--- src/rtl/dehaze_axis_frame_packer.sv ---
// Buffers the dehaze pipeline's unthrottled pixel stream in a FWFT FIFO and
// re-emits it as an AXI4-Stream master with SOF on TUSER and line/frame TLAST.
module dehaze_axis_frame_packer #(
    parameter int unsigned IMG_WIDTH     = 512,
    parameter int unsigned IMG_HEIGHT    = 512,
    parameter int unsigned FIFO_DEPTH    = 16,
    parameter int unsigned LAST_PER_LINE = 0
) (
    input  logic                          clk,
    input  logic                          rst,
    input  logic                          enable,
    input  logic                          in_valid,
    input  logic [23:0]                   in_pixel,
    input  logic                          clear_status,
    output logic [31:0]                   M_AXIS_TDATA,
    output logic                          M_AXIS_TVALID,
    input  logic                          M_AXIS_TREADY,
    output logic                          M_AXIS_TLAST,
    output logic                          M_AXIS_TUSER,
    output logic                          overflow,
    output logic                          frame_done,
    output logic [$clog2(FIFO_DEPTH):0]   fifo_level
);

    localparam int unsigned AW = $clog2(FIFO_DEPTH);
    localparam int unsigned LW = AW + 1;
    localparam int unsigned CW = (IMG_WIDTH  > 1) ? $clog2(IMG_WIDTH)  : 1;
    localparam int unsigned RW = (IMG_HEIGHT > 1) ? $clog2(IMG_HEIGHT) : 1;

    typedef enum logic {S_IDLE, S_STREAM} state_t;

    state_t          r_state, w_state_nxt;
    logic [23:0]     r_mem [FIFO_DEPTH];
    logic [AW-1:0]   r_wr_ptr, r_rd_ptr;
    logic [LW-1:0]   r_level;
    logic [CW-1:0]   r_col;
    logic [RW-1:0]   r_row;
    logic            r_overflow, r_frame_done, w_frame_done_nxt;

    logic w_valid, w_full, w_hs, w_push, w_wr, w_drop;
    logic w_col_last, w_row_last, w_sof, w_eof;

    assign w_valid    = (r_level != '0);
    assign w_full     = (r_level == LW'(FIFO_DEPTH));
    assign w_hs       = w_valid & M_AXIS_TREADY;
    assign w_push     = enable & in_valid;
    // A push into a full FIFO is still accepted when the head leaves this cycle.
    assign w_wr       = w_push & (~w_full | w_hs);
    assign w_drop     = w_push & w_full & ~w_hs;
    assign w_col_last = (r_col == CW'(IMG_WIDTH - 1));
    assign w_row_last = (r_row == RW'(IMG_HEIGHT - 1));
    assign w_sof      = (r_col == '0) && (r_row == '0);
    assign w_eof      = w_col_last & w_row_last;

    assign M_AXIS_TVALID = w_valid;
    assign M_AXIS_TDATA  = w_valid ? {8'h00, r_mem[r_rd_ptr]} : 32'h0;
    assign M_AXIS_TUSER  = w_valid & w_sof;
    assign M_AXIS_TLAST  = w_valid & w_col_last & ((LAST_PER_LINE != 0) | w_row_last);
    assign overflow      = r_overflow;
    assign frame_done    = r_frame_done;
    assign fifo_level    = r_level;

    // Pixel storage; contents are don't-care while unoccupied.
    always_ff @(posedge clk) begin
        if (w_wr) begin
            r_mem[r_wr_ptr] <= in_pixel;
        end
    end

    // FIFO pointers, occupancy and sticky overflow.
    always_ff @(posedge clk) begin
        if (rst) begin
            r_wr_ptr   <= '0;
            r_rd_ptr   <= '0;
            r_level    <= '0;
            r_overflow <= 1'b0;
        end else begin
            if (w_wr) r_wr_ptr <= r_wr_ptr + AW'(1);
            if (w_hs) r_rd_ptr <= r_rd_ptr + AW'(1);
            r_level <= r_level + LW'(w_wr) - LW'(w_hs);
            if (w_drop) begin
                r_overflow <= 1'b1;
            end else if (clear_status) begin
                r_overflow <= 1'b0;
            end
        end
    end

    // Framing counters follow transferred pixels only.
    always_ff @(posedge clk) begin
        if (rst) begin
            r_col <= '0;
            r_row <= '0;
        end else if (w_hs) begin
            if (w_col_last) begin
                r_col <= '0;
                r_row <= w_row_last ? '0 : r_row + RW'(1);
            end else begin
                r_col <= r_col + CW'(1);
            end
        end
    end

    always_ff @(posedge clk) begin
        if (rst) begin
            r_state      <= S_IDLE;
            r_frame_done <= 1'b0;
        end else begin
            r_state      <= w_state_nxt;
            r_frame_done <= w_frame_done_nxt;
        end
    end

    always_comb begin
        w_state_nxt      = r_state;
        w_frame_done_nxt = 1'b0;
        case (r_state)
            S_IDLE: begin
                if (w_hs && w_sof) w_state_nxt = S_STREAM;
            end
            S_STREAM: begin
                if (w_hs && w_eof) begin
                    w_state_nxt      = S_IDLE;
                    w_frame_done_nxt = 1'b1;
                end
            end
            default: w_state_nxt = S_IDLE;
        endcase
    end

endmodule

--- config.mk ---
export PLATFORM = sky130hd
export DESIGN_NAME = dehaze_axis_frame_packer
export DESIGN_NICKNAME = d
export VERILOG_FILES = /design/src/rtl/dehaze_axis_frame_packer.sv
export SDC_FILE = /design/constraint.sdc
export NUM_CORES = 1
export LEC_CHECK = 0
export CAP_MARGIN = 40
export CORE_MARGIN = 2
export CORE_UTILIZATION = 60
export CTS_CLUSTER_DIAMETER = 30
export DETAILED_ROUTE_END_ITERATION = 8
export DONT_BUFFER_PORTS = 1
export PLACE_DENSITY = 0.76
export RECOVER_POWER = 25
export SETUP_SLACK_MARGIN = 0.15
export SYNTH_ARGS = -nofsm -noshare
export SYNTH_HDL_FRONTEND = slang
export SYNTH_SLANG_ARGS = --single-unit
export TNS_END_PERCENT = 20
--- constraint.sdc ---
create_clock -name clk -period 6.4 [get_ports clk]
set_input_delay 1.92 -clock clk [delete_from_list [all_inputs] [get_ports clk]]
set_output_delay 1.92 -clock clk [all_outputs]
set_load 0.05 [all_outputs]
# Yosys cells after proc, flatten, opt, wreduce, memory -nomap -nowiden
# Memory sizes are Yosys's and may differ from the RTL's. A register that Yosys moved wholly into a read port is not among the register bits.
# Cells that the tools add are included.
# totals
input_bits	30
output_inout_bits	42
wordCells	53
ram_bits	384
ff_bits	34
n_memories	1
# op_classes
n_eq_ne	3
addsub	6
n_reduce_logical	9
n_mux	13
n_bitwise	13
# mem_list
name	words	width	read_ports	rd_ports_with_merged_regs	wr	line	text
r_mem	16	24	1	1	1	33	logic [23:0] r_mem [FIFO_DEPTH];
# op_table
cell	count
2-to-1 mux 24 bit	1
adder 9 x 1 -> 9 bit, second input constant	2
== test 9 bit, second input constant	2
logical NOT 9 bit	2
2-to-1 mux 9 bit	2
bitwise AND 1 bit	9
adder 4 x 1 -> 4 bit, second input constant	2
2-to-1 mux 4 bit	2
2-to-1 mux 1 bit	7
adder 5 x 1 -> 5 bit	1
== test 5 bit, second input constant	1
nonzero test 5 bit	1
subtractor 5 x 1 -> 5 bit	1
logical AND 1 bit	3
inverter 1 bit	3
case mux 1 bit (2 select lines)	1
AND reduction 2 bit	1
nonzero test 2 bit	1
OR reduction 2 bit	1
bitwise OR 1 bit	1

# Depth between registers and ports, before layout
# Gate-level depths: netlist of the first run.
# logic_depth
word_depth	6
depth_mapped	16
ltp_nobuf	15

# Worst setup path after synthesis of the first run
# OpenSTA, ideal clock, no wires.
# synth_path
kind	input to register
from	input port M_AXIS_TREADY
to	memory r_mem[0][0], enable pin
stages	4
path_slack_ps	1758
required_time_ps	5965
t_arrival_ps	4207
setup_ps	435
path_buffers	0
cell_sequence	nor2b_1 a21oi_1 nand2_1 nor3_1
# synth_between
elab_chain_cells	5
# synth_rtl
item	line	text
start, declared	17	input logic M_AXIS_TREADY,
bitwise AND 1 bit	45	assign w_hs = w_valid & M_AXIS_TREADY;
bitwise OR 1 bit	48	assign w_wr = w_push & (~w_full | w_hs);
bitwise AND 1 bit	48	
2-to-1 mux 1 bit	65	if (w_wr) begin
2-to-1 mux 1 bit (implied by the code)	66	r_mem[r_wr_ptr] <= in_pixel;
end, declared	33	
# Every way passes these cells.

# Final worst setup path of the first run
# layout_path
from	register r_level[3] (netlist: fifo_level[3])
to	output port M_AXIS_TDATA[23]
# layout_between
elab_chain_cells	2
# layout_rtl
item	line	text
start, declared	35	logic [LW-1:0] r_level;
start signal, assigned	80	r_level <= r_level + LW'(w_wr) - LW'(w_hs);
nonzero test 5 bit	43	assign w_valid = (r_level != '0);
net M_AXIS_TVALID	16	output logic M_AXIS_TVALID,
2-to-1 mux 24 bit	56	assign M_AXIS_TDATA = w_valid ? {8'h00, r_mem[r_rd_ptr]} : 32'h0;
end, declared	15	output logic [31:0] M_AXIS_TDATA,
# The timed path passes the listed nets, and every way through them passes these cells.

==> impl_metrics.ini, run 1 <==
[cts]
clk_pin_slew_ps = 50
cts.repair.resized = 0
cts_setup_buffers = 0
cts_tree = done
clockRootBuffer = clkbuf_16
ctsHoldBuffers = 0
clkSinkCount = 422
clk_latency_ps = 570
htree_levels = 3
cts_made_buffers = 75
cts_buffer_depth = 3

[setup_path]
crit_slowest_cell = dfxtp_1
critPathKind = flip-flop to output port
crit_arrival_ps = 3750
rrSetupSlack_ps = 2380
r2r_start = fifo_level[3]$_SDFF_PP0_
reg2reg_to = fifo_level[4]$_SDFF_PP0_
reg2regPathDepth = 16
path_buf_inv = 4
path_cells = inv_1 -> ha_1 -> nor4b_4 -> buf_4 -> inv_2 -> and3_1 -> buf_4 -> a221o_1
path_delay_family = buffers and inverters
end_kind = output port
critPathRequiredTime_ps = 4480
crit_path_start_kind = flip-flop
crit_top_cell = buf_4
crit_start = fifo_level[3]$_SDFF_PP0_
cp_max_fo = 29
critPathMaxStageDelay_ps = 680

[detailed_routing]
wl_per_cell_um = 27.61
vias = 8653
routed_wl_um = 37020
drt.antenna.violating_nets = 0
drt_iter0_markers = 890
dr.pass1.iters = 5
drc = 0
via_per_inst = 6.453

[sta]
slew_headroom = 0.4978
worst_slack_ps = 732.6
period_share = 0.8855
max_freq_mhz = 176.4
rsz0062_at_grt = no
hold_ws_ps = 455.4
period_needed_ps = 5667
tns_ps = 0
hold_violations = 0
final-max-slew-violation-count = 0
skew_ps = 16.78
tightest_slew_ps = 752.3
setup_viol_count_final = 0

[floorplanning]
die_w_um = 170.9
die_h_um = 170.9
io_pins = 72
rows = 61
die_area_um2 = 29220
initial_core_util = 0.6052
core_area_um2 = 27630

[placement]
post_dp_cell_area_um2 = 17150
hpwl_um = 17680
gp_congestion = 0.7818
pre_cts_slack_ps = 1415
io_buffer_count = 0

[worst_hold_path]
hold_depth = 2
holdPathEnd = frame_done$_SDFF_PP0_
hp-start = r_state$_SDFF_PP0_
hold_class = flip-flop to flip-flop

[synthesis]
synth_edf_count = 384
ys_types = 51
synth_top_area_frac = 0.6896
ys_seq_elements = 422
syn_inst = 843
synth_top_area_cell = edfxtp_1
synthesis.area_um2 = 16720
yosysWarnings = 0
synthTopCellsByArea = edfxtp_1, mux4_2, dfxtp_1
syn_area_per_cell_um2 = 19.84
ys_seq_area_frac = 0.7351
async_reset_ff_frac = 0
synth_flop_cell = edfxtp_1

[grt]
grt_pass1_vias = 9125
gr-total-overflow = 0
grt_pass1_wl_um = 55770
grt_max_degree = 50
grtUsageTotal = 0.2638
antenna_found_initial = 0

[finish]
post_route_cells_drive_above_1_share = 0.2627
layout_commonest_cell = edfxtp_1
fin_area_um2 = 19680
fillers = 1599
insertedDiodeCount = 0
area_growth_pct = 17.68
final_net_count = 949
layout_common_cells = edfxtp_1, clkbuf_16, mux4_2

[power]
ir_drop_v = 0.0002846
fin_total_pwr_mw = 8.593
power_density_nw_per_um2 = 436.7
power_leakage_nw = 6.414

[status]
outcome = complete, no violations

[flow_run]
max_cap_violations = 0
[cells in the mapped netlist, types with 3 or more instances]
library cell / number
nor2_1: 35
dfxtp_1: 38
a21oi_1: 12
or3_1: 3
nand3_1: 6
nor4_1: 4
ha_1: 17
nor3_1: 37
mux2i_1: 25
nand3b_1: 4
nor2b_1: 5
nand2_1: 23
mux4_1: 22
a221o_1: 24
edfxtp_1: 384
xnor2_1: 7
nand4_1: 4
and2_1: 3
nand2b_1: 3
buf_6: 4
xor2_1: 8
buf_4: 10
and3_1: 8
inv_1: 18
buf_2: 20
clkbuf_1: 12
buf_12: 3
mux4_2: 74
[power breakdown]
group	internal [mW]	switching, mW	total (mW)
registers	3.07	0.147	3.22
clock network	2.46	1.39	3.85
logic	0.548	0.977	1.53
[metal layers]
metal | track usage | vias to the layer above | wire length, um
met5 | 0 | - | 0
met4 | 0.09838 | 0 | 1084
met3 | 0.06755 | 82 | 3153
met2 | 0.4429 | 452 | 18920
met1 | 0.3360 | 4534 | 13860
li1 | - | 3585 | -
[through the flow]
step	std cells	utilization
6_report	1341	0.7122
5_1_grt	1341	0.7122
4_1_cts	1340	0.7112
3_5_place_dp	1201	0.6207
3_3_place_gp	1199	0.6201
2_1_floorplan	850	-
[flip-flops by register name (all words and copies together) (netlist names), named ones only]
name / cells
r_col: 9
frame_done: 1
overflow: 1
r_state: 1
r_row: 9
fifo_level: 5
r_rd_ptr: 4
r_mem: 384
r_wr_ptr: 4
[cell type report]
class,count,area (um^2),area share
clock buffers,84,1974,0.1003
inverters,20,75.07,0.003815
clock inverters,55,526.8,0.02677
repair buffers,27,247.7,0.01259
flip-flops and latches,422,12300,0.6251
multi-input cells,355,4080,0.2074
well taps,378,473.0,0.02404
[worst reg2reg max path, stage by stage (launching register included)]
cell	delay (ps)
dfxtp_1	680
inv_1	150
ha_1	230
nor4b_4	130
buf_4	320
inv_2	430
nand2_1	320
inv_2	220
ha_1	250
inv_1	50
ha_1	160
inv_1	70
fa_1	410
nor2b_1	160
o21bai_1	100
nand3_1	90
nor3b_1	170
[worst max-delay path by stage]
stage                     slack, ps  depth (start not counted)                    end
after floorplan                1760                          4  r_mem[0][0]$_DFFE_PP_
after global placement         1480                          9        M_AXIS_TDATA[2]
after detailed placement       1410                          8        M_AXIS_TDATA[2]
after CTS                       740                          8       M_AXIS_TDATA[23]
after global routing            620                          9        M_AXIS_TDATA[2]
final                           730                          8       M_AXIS_TDATA[23]
[cells by family (layout without fill, tap and decap cells)]
| kind of cell | count (synthesis) | in the layout | share of synthesized area |
|---|---|---|---|
| DFF | 422 | 422 | 0.7351 |
| AOI/OAI and AO/OA | 50 | 50 | 0.02402 |
| buffers and inverters | 73 | 186 | 0.02559 |
| other | 1 | 8 | 0.0002243 |
| and+or+nand+nor | 142 | 142 | 0.04340 |
| xor gates and xnor gates | 15 | 15 | 0.007857 |
| adders and majority gates | 18 | 18 | 0.01392 |
| muxes | 122 | 122 | 0.1499 |
(Power assumes the default switching activity.)
==> run 2, diff against run 1 <==
- BUFFER_PORTS_ARGS: unset -> -buffer_cell sky130_fd_sc_hd__buf_2
- DONT_BUFFER_PORTS: 1 -> unset
- PLACE_DENSITY: 0.76 -> 0.78
==> impl_metrics.ini, run 2 (same netlist as run 1, synthesis figures left out) <==
[floorplanning]
initial_core_util = 0.6052
io_pins = 72
die_w_um = 170.9
core_area_um2 = 27630
die_area_um2 = 29220
die_h_um = 170.9
rows = 61

[cts]
cts.repair.resized = 0
cts_buffer_depth = 3
ctsHoldBuffers = 0
cts_made_buffers = 70
clkSinkCount = 422
clockRootBuffer = clkbuf_16
cts_setup_buffers = 0
htree_levels = 3
clk_pin_slew_ps = 50
cts_tree = done
clk_latency_ps = 560

[finish]
layout_common_cells = edfxtp_1, mux4_2, clkbuf_16
multiInputGateArea_um2 = 4080
insertedDiodeCount = 0
post_route_cells_drive_above_1_share = 0.2764
area_growth_pct = 19.57
final_net_count = 1005
largest_register_ffs = 384
largest-register = r_mem
top_regs = r_mem: 384 flops, r_col: 9 flops, r_row: 9 flops
fin_area_um2 = 19990
layout_commonest_cell = edfxtp_1
seqCellArea_um2 = 12300
fillers = 1544

[placement]
hpwl_um = 17420
io_buffer_count = 63
post_dp_cell_area_um2 = 17460
gp_congestion = 0.7655

[setup_path]
path_buf_inv = 5
reg2regPathDepth = 16
critPathKind = flip-flop to output port
critPathMaxStageDelay_ps = 430
crit_arrival_ps = 3310
path_cells = inv_1 -> ha_1 -> nor4b_4 -> buf_4 -> inv_2 -> nand2_1 -> nor2_2 -> buf_4 -> a221o_1 -> buf_2
path_delay_family = buffers and inverters
end_kind = output port
crit_path_start_kind = flip-flop
crit_top_cell = buf_4
reg2reg_to = fifo_level[4]$_SDFF_PP0_
rrSetupSlack_ps = 2850
r2r_start = fifo_level[2]$_SDFF_PP0_
crit_start = fifo_level[2]$_SDFF_PP0_
critPathRequiredTime_ps = 4480
cp_max_fo = 29
crit_slowest_cell = nor2_2

[sta]
tns_ps = 0
setup_viol_count_final = 0
slew_headroom = 0.4709
hold_violations = 0
skew_ps = 22.70
final-max-slew-violation-count = 0
tightest_slew_ps = 793.6
period_share = 0.8171
max_freq_mhz = 191.2
period_needed_ps = 5230
rsz0062_at_grt = no

[grt]
grt_pass1_vias = 9136
gr-total-overflow = 0
antenna_found_initial = 0
grtUsageTotal = 0.2646
grt_max_degree = 49
grt_pass1_wl_um = 55870

[worst_hold_path]
hp-start = r_state$_SDFF_PP0_
hold_class = flip-flop to flip-flop
hold_depth = 2
holdPathEnd = frame_done$_SDFF_PP0_

[detailed_routing]
routed_wl_um = 37380
vias = 8871
drt_iter0_markers = 969
drt.antenna.violating_nets = 0
via_per_inst = 6.377
dr.pass1.iters = 5
wl_per_cell_um = 26.87
drc = 0

[power]
p_int_mw = 6.438
power.switching_mw = 2.494
power_density_nw_per_um2 = 446.8
p_sw_frac = 0.2792
ir_drop_v = 0.0003226
power_leakage_nw = 6.660
combPwrFrac = 0.189
p_seq_frac = 0.356
power_frac_clock = 0.455

[flow_run]
max_cap_violations = 0

[status]
outcome = complete, no violations
## run 2: final cells by class
class / instances / area share
clock buffer: 80 / 0.09156
timing repair buffer: 88 / 0.02528
clock inverter: 48 / 0.03642
tap: 378 / 0.02366
inverter: 20 / 0.003755
multi-input combinational: 355 / 0.2041
sequential: 422 / 0.6152
## run 2: through the flow
step / worst slack (ps) / util / cells / hold slack (ps) / total power, mW
6_report: 1170 / 0.7236 / 1391 / 456.0 / 8.932
5_1_grt: 1070 / 0.7236 / 1391 / 476.5 / 9.209
4_1_cts: 1215 / 0.7244 / 1391 / 460.2 / 8.983
3_5_place_dp: 1852 / 0.6318 / 1263 / 447.3 / 4.889
3_3_place_gp: 1925 / 0.6318 / 1263 / 432.4 / 4.877
2_1_floorplan: 1758 / - / 850 / 420.5 / 4.542
## run 2: worst max path at each step
stage                            endpoint  slack, ps  depth (start not counted)
finish                   M_AXIS_TDATA[14]       1170                         10
global placement          M_AXIS_TDATA[7]       1930                          6
floorplan           r_mem[0][0]$_DFFE_PP_       1760                          4
detailed placement       M_AXIS_TDATA[11]       1850                          9
global route             M_AXIS_TDATA[14]       1070                          9
CTS                      M_AXIS_TDATA[13]       1210                         10
## run 2: power groups by stage
stage                     registers [mW]  clock network, mW  logic [mW]
after floorplan                     3.20                  0        1.34
after global placement              3.23                  0        1.64
after detailed placement            3.23                  0        1.65
after CTS                           3.18               4.10        1.70
after global routing                3.19               4.23        1.79
final                               3.18               4.06        1.69
## run 2: metal layers
| metal | routed length (um) | GRT usage | share of wire |
|---|---|---|---|
| met1 | 14630 | 0.3543 | 0.39 |
| met2 | 19130 | 0.4422 | 0.51 |
| met3 | 2710 | 0.04881 | 0.072 |
| met4 | 905 | 0.09506 | 0.024 |
| met5 | 0 | 0 | 0 |
## run 2: worst min-delay path: stages (launching register included)
cell     delay, ps
dfxtp_1        310
inv_1           50
nor4_1          40
